## src/rtl/waveform_scheduler.sv

```systemverilog
// waveform_scheduler: paces generator sample requests, routes the selected response to data_o, applies config between samples.
module waveform_scheduler #(
    parameter int N_FRAC = 7,
    parameter int DIV_W  = 8
) (
    input  logic                     clk_i,
    input  logic                     rst_i,
    input  logic                     enable_i,
    input  logic [DIV_W-1:0]         divider_i,
    input  logic [1:0]               wave_sel_i,
    input  logic signed [N_FRAC:0]   cfg_phase_i,
    input  logic signed [N_FRAC:0]   cfg_amplitude_i,
    input  logic                     cfg_valid_i,
    output logic                     cfg_ready_o,
    input  logic                     clear_i,
    output logic signed [N_FRAC:0]   gen_phase_o,
    output logic signed [N_FRAC:0]   gen_amplitude_o,
    output logic                     gen_next_data_strobe_o,
    input  logic signed [N_FRAC:0]   gen_saw_i,
    input  logic                     gen_saw_valid_i,
    input  logic signed [N_FRAC:0]   gen_tri_i,
    input  logic                     gen_tri_valid_i,
    input  logic signed [N_FRAC:0]   gen_sq_i,
    input  logic                     gen_sq_valid_i,
    output logic signed [N_FRAC:0]   data_o,
    output logic                     data_valid_strobe_o,
    output logic                     overrun_o,
    output logic                     busy_o
);
    typedef enum logic [1:0] {IDLE, WAIT, RESP} state_t;
    state_t state, state_n;
    logic [DIV_W-1:0] cnt, div_q;
    logic [1:0] sel_q;
    logic [N_FRAC:0] sh_phase, sh_amp, sel_data;
    logic sh_full, tick, hit, hs, apply, sel_valid;
    always_comb begin
        tick = state != IDLE && cnt == div_q;
        // the zero channel completes on the strobe cycle itself
        sel_valid = sel_q == 2'd0 ? gen_saw_valid_i : sel_q == 2'd1 ? gen_tri_valid_i :
                    sel_q == 2'd2 ? gen_sq_valid_i : gen_next_data_strobe_o;
        sel_data = sel_q == 2'd0 ? gen_saw_i : sel_q == 2'd1 ? gen_tri_i : sel_q == 2'd2 ? gen_sq_i : '0;
        hit = state == RESP && sel_valid;
        hs = cfg_valid_i && cfg_ready_o;
        apply = sh_full && (state == IDLE || (state == WAIT && !tick));
        state_n = state;
        case (state)
            IDLE:    state_n = enable_i ? WAIT : IDLE;
            WAIT:    state_n = !enable_i ? IDLE : tick ? RESP : WAIT;
            RESP:    state_n = !hit ? RESP : enable_i ? WAIT : IDLE;
            default: state_n = IDLE;
        endcase
    end
    always_ff @(posedge clk_i or posedge rst_i)
        if (rst_i) state <= IDLE;
        else state <= state_n;
    always_ff @(posedge clk_i or posedge rst_i) begin
        if (rst_i) begin
            cnt <= '0;
            div_q <= '0;
            sel_q <= '0;
            data_o <= '0;
            data_valid_strobe_o <= 1'b0;
            gen_next_data_strobe_o <= 1'b0;
            gen_phase_o <= '0;
            gen_amplitude_o <= '0;
            sh_phase <= '0;
            sh_amp <= '0;
            sh_full <= 1'b0;
            cfg_ready_o <= 1'b1;
            overrun_o <= 1'b0;
            busy_o <= 1'b0;
        end else begin
            cnt <= (state == IDLE || tick || state_n == IDLE) ? '0 : cnt + 1'b1;
            div_q <= (state == IDLE || tick) ? divider_i : div_q;
            sel_q <= (state == WAIT && state_n == RESP) ? wave_sel_i : sel_q;
            gen_next_data_strobe_o <= state == WAIT && state_n == RESP;
            data_valid_strobe_o <= hit;
            data_o <= hit ? sel_data : data_o;
            overrun_o <= (state == RESP && tick) || (overrun_o && !clear_i);
            busy_o <= state_n != IDLE;
            // a new word can only land once the previous one has been applied
            sh_phase <= hs ? cfg_phase_i : sh_phase;
            sh_amp <= hs ? cfg_amplitude_i : sh_amp;
            sh_full <= hs || (sh_full && !apply);
            gen_phase_o <= apply ? sh_phase : gen_phase_o;
            gen_amplitude_o <= apply ? sh_amp : gen_amplitude_o;
            cfg_ready_o <= !sh_full && !hs;
        end
    end
endmodule

```

## config.mk

```make
export PLATFORM = sky130hd
export DESIGN_NAME = waveform_scheduler
export DESIGN_NICKNAME = d
export VERILOG_FILES = /design/src/rtl/waveform_scheduler.sv
export SDC_FILE = /design/constraint.sdc
export NUM_CORES = 1
export LEC_CHECK = 0
export CAP_MARGIN = 20
export CORE_MARGIN = 2
export CORE_UTILIZATION = 50
export CTS_CLUSTER_DIAMETER = 30
export DETAILED_ROUTE_END_ITERATION = 6
export GPL_TIMING_DRIVEN = 0
export HOLD_SLACK_MARGIN = 0.1
export PLACE_DENSITY = 0.95
export SYNTH_ARGS = -nofsm -noshare
export SYNTH_HDL_FRONTEND = slang
export SYNTH_SLANG_ARGS = --single-unit
export TNS_END_PERCENT = 20
```

## constraint.sdc

```tcl
create_clock -name clk_i -period 6.8 [get_ports clk_i]
set_clock_uncertainty 0.15 [all_clocks]
set_input_delay 1.36 -clock clk_i [delete_from_list [all_inputs] [get_ports clk_i]]
set_output_delay 1.36 -clock clk_i [all_outputs]
set_load 0.02 [all_outputs]
```

==> impl_metrics.json <==
{
  "synth_top_family_by_area": "multiplexers",
  "synth_xor_xnor_area_share_pct": 4.73,
  "drive_gt1_share_pct": 21.6,
  "fp.dieArea_um2": 6450,
  "hp-class": "reg -> reg",
  "drtIter0Drc": 36,
  "max_stage_delay_ps": 600,
  "syn_inst": 221,
  "rows": 27,
  "cts_setup_buffers": 0,
  "final_cell_mix": "clkdlybuf4s50_1, dfrtp_1, mux2_2, nand2_1",
  "slowest_stage": "clkdlybuf4s50_1",
  "drc": 0,
  "cp.arrival_ps": 1470,
  "initial_core_util_pct": 52.2,
  "outcome": "complete, no violations",
  "critPathMaxFanout": 3,
  "synth_top_area_cell": "dfrtp_1",
  "hold_violations": 0,
  "period_minus_slack_ps": 2980,
  "cts-resized-gates": 0,
  "gr-max-usage-layer": "met2",
  "multi_input_area_um2": 1190,
  "critPathTopFamily": "buffers and inverters",
  "ys.flop_type": "dfrtp_1",
  "num_vias": 2015,
  "synth_edf_count": 0,
  "fin_nets": 378,
  "syn_avg_cell_area_um2": 13.2,
  "hpwl_um": 4380,
  "viasPerCell": 5.09,
  "drt_wl_total_um": 5830,
  "criticalPathCategory": "reg -> out",
  "rsz0062_at_grt": "false",
  "finalSetupViolations": 0,
  "powerDensity_nw_per_um2": 276,
  "max_freq_mhz": 335,
  "io_buffers": 86,
  "cts.sinks": 66,
  "crit_chain": "clkdlybuf4s50_1",
  "switching_share_pct": 26.8,
  "grt_usage_pct": 20.3,
  "setup_ws_ps": 3820,
  "synth_top_area_share_pct": 55.9,
  "dp_slack_ps": 3530,
  "htreeDepth": 3,
  "drt_first_pass_iters": 4,
  "path_buf_inv": 1,
  "cp.required_ps": 5290,
  "yosysWarnings": 0,
  "clkTransAtPathRegs_ps": 60,
  "pin_count": 87,
  "drv_cap": 0,
  "synth_seq_area_share_pct": 56.8,
  "clkLatencyLatePin_ps": 340,
  "grt_max_degree": 42,
  "synth_nets": 280,
  "async_reset_ff_share_pct": 100,
  "critPathLaunchType": "register",
  "antenna_found_initial": 0,
  "gr-usage-met2_pct": 34.8,
  "synth_fa_ha_area_share_pct": 0.430,
  "coreArea_um2": 5570,
  "syn-cell-area_um2": 2910,
  "slew_headroom_pct": 61.3,
  "area_growth_pct": 39.8,
  "die_h_um": 80.3,
  "fin_crit_sh_pct": 43.9,
  "slew_viol_final": 0,
  "netlist_top_cells_area": "dfrtp_1, mux2_2, mux2_4",
  "ant_nets": 0,
  "cts_tree": "built",
  "n_fill_cell": 396,
  "grtUsageMet3_pct": 7.08,
  "dpl_cell_area_um2": 3880,
  "gp_congestion": 0.749,
  "die_x_um": 80.3,
  "pwr-share-seq_pct": 44.8,
  "internal_power_mw": 0.821,
  "grtUsageMet1_pct": 23.7,
  "tightestPinTransition_ps": 581,
  "p_switching_mw": 0.301,
  "synth_compound_area_share_pct": 5.41,
  "clockBufferDepth": 2,
  "synth-simple-area-share_pct": 9.33,
  "layout_commonest_cell": "clkdlybuf4s50_1",
  "end_kind": "output port",
  "irDropWorstVdd_v": 0.000182,
  "grt_pass1_vias": 2101,
  "muxShareOfSynthArea_pct": 21.1,
  "fin_util_pct": 73.0,
  "fin_area_um2": 4070,
  "overflow": 0,
  "regArea_um2": 1650,
  "grt_pass1_wl_um": 9830,
  "clock_power_share_pct": 28.1,
  "clock_tree.root_cell": "clkbuf_8",
  "fin_tns_setup_ps": 0,
  "postCtsHoldBufs": 0,
  "p_leak_nw": 1.74,
  "synth_cell_types": 34,
  "cts_buffers": 9,
  "p_comb_share_pct": 27.0,
  "diodes": 0,
  "synth_seq_cells": 66,
  "wl_per_cell_um": 14.7
}
## area by class of cell
class,count,area share (%)
Buffer,10,1.26
Clock buffer,13,3.66
Clock inverter,3,0.983
Inverter,4,0.369
Multi-Input combinational cell,141,29.3
Sequential cell,66,40.6
Tap cell,72,2.21
Timing Repair Buffer,87,21.6
## power by group through the flow
stage                     Sequential, mW  Combinational, mW  Clock, mW
after CTS                          0.503              0.308      0.324
final                              0.503              0.303      0.316
after global routing               0.511              0.325      0.344
after floorplan                    0.553              0.118          0
after detailed placement           0.510              0.306          0
after global placement             0.504              0.296          0
## per-stage QoR
step	total power [mW]	hold slack, ps	std cells
after floorplan	0.670	215	221
after global placement	0.799	255	379
after detailed placement	0.816	250	380
after CTS	1.14	254	396
after global routing	1.18	272	396
final	1.12	255	396
## worst register-to-register path: cells and delay by family, from the launching register on
kind | cells | cell delay [ps]
AO/OA/AOI/OAI | 1 | 540
flip-flops | 1 | 460
multiplexers | 1 | 310
XOR/XNOR | 1 | 280
buffers and inverters | 1 | 240
AND/OR/NAND/NOR | 1 | 100
## cell usage after synthesis (all sizes together), types with 2 or more instances
master  instances
clkbuf          5
nor2b           4
dfrtp          65
nor3            7
a21oi          12
xor2           13
mux2i           8
inv             4
nand3           5
and3            4
nor2           11
mux2           42
o21ai           9
buf             5
nor4            2
nand2          13
## layer usage
| metal | wire [um] | vias up | part of all wire, % |
|---|---|---|---|
| met5 | 0 | - | 0 |
| met4 | 67 | 0 | 1.1 |
| met3 | 440 | 10 | 7.5 |
| met2 | 2930 | 81 | 50 |
| met1 | 2400 | 960 | 41 |
| li1 | - | 964 | - |
## registers in the layout, summed over array words and instances, names as in the netlist
signal	count
sh_phase	8
cfg_ready_o	1
gen_amplitude_o	8
data_o	8
cnt	8
gen_phase_o	8
data_valid_strobe_o	1
sel_q	2
gen_next_data_strobe_o	1
div_q	8
busy_o	1
sh_full	1
overrun_o	1
state	2
sh_amp	8
## kinds of logic after synthesis
group / count (synthesis)
xor gates and xnor gates: 14
DFF: 66
buffers and inverters: 14
and+or+nand+nor: 50
adders and majority gates: 1
AOI/OAI and AO/OA: 25
muxes: 51
## path summary, 6_finish.rpt
| check | from | endpoint | slack (ps) | cells past startpoint |
|---|---|---|---|---|
| worst min-delay path | sh_full | cfg_ready_o | 250 | 1 |
| max in group asynchronous | rst_i | cfg_ready_o | 4590 | 3 |
| min in group asynchronous | rst_i | data_o[3] | 1250 | 2 |
| worst min register to register | sh_full | cfg_ready_o | 250 | 1 |
| worst max register to register | cnt[0] | gen_amplitude_o[1] | 4600 | 5 |
| worst max-delay path | cfg_ready_o | cfg_ready_o | 3820 | 1 |
No activity file was read; power rests on OpenSTA's default activity.
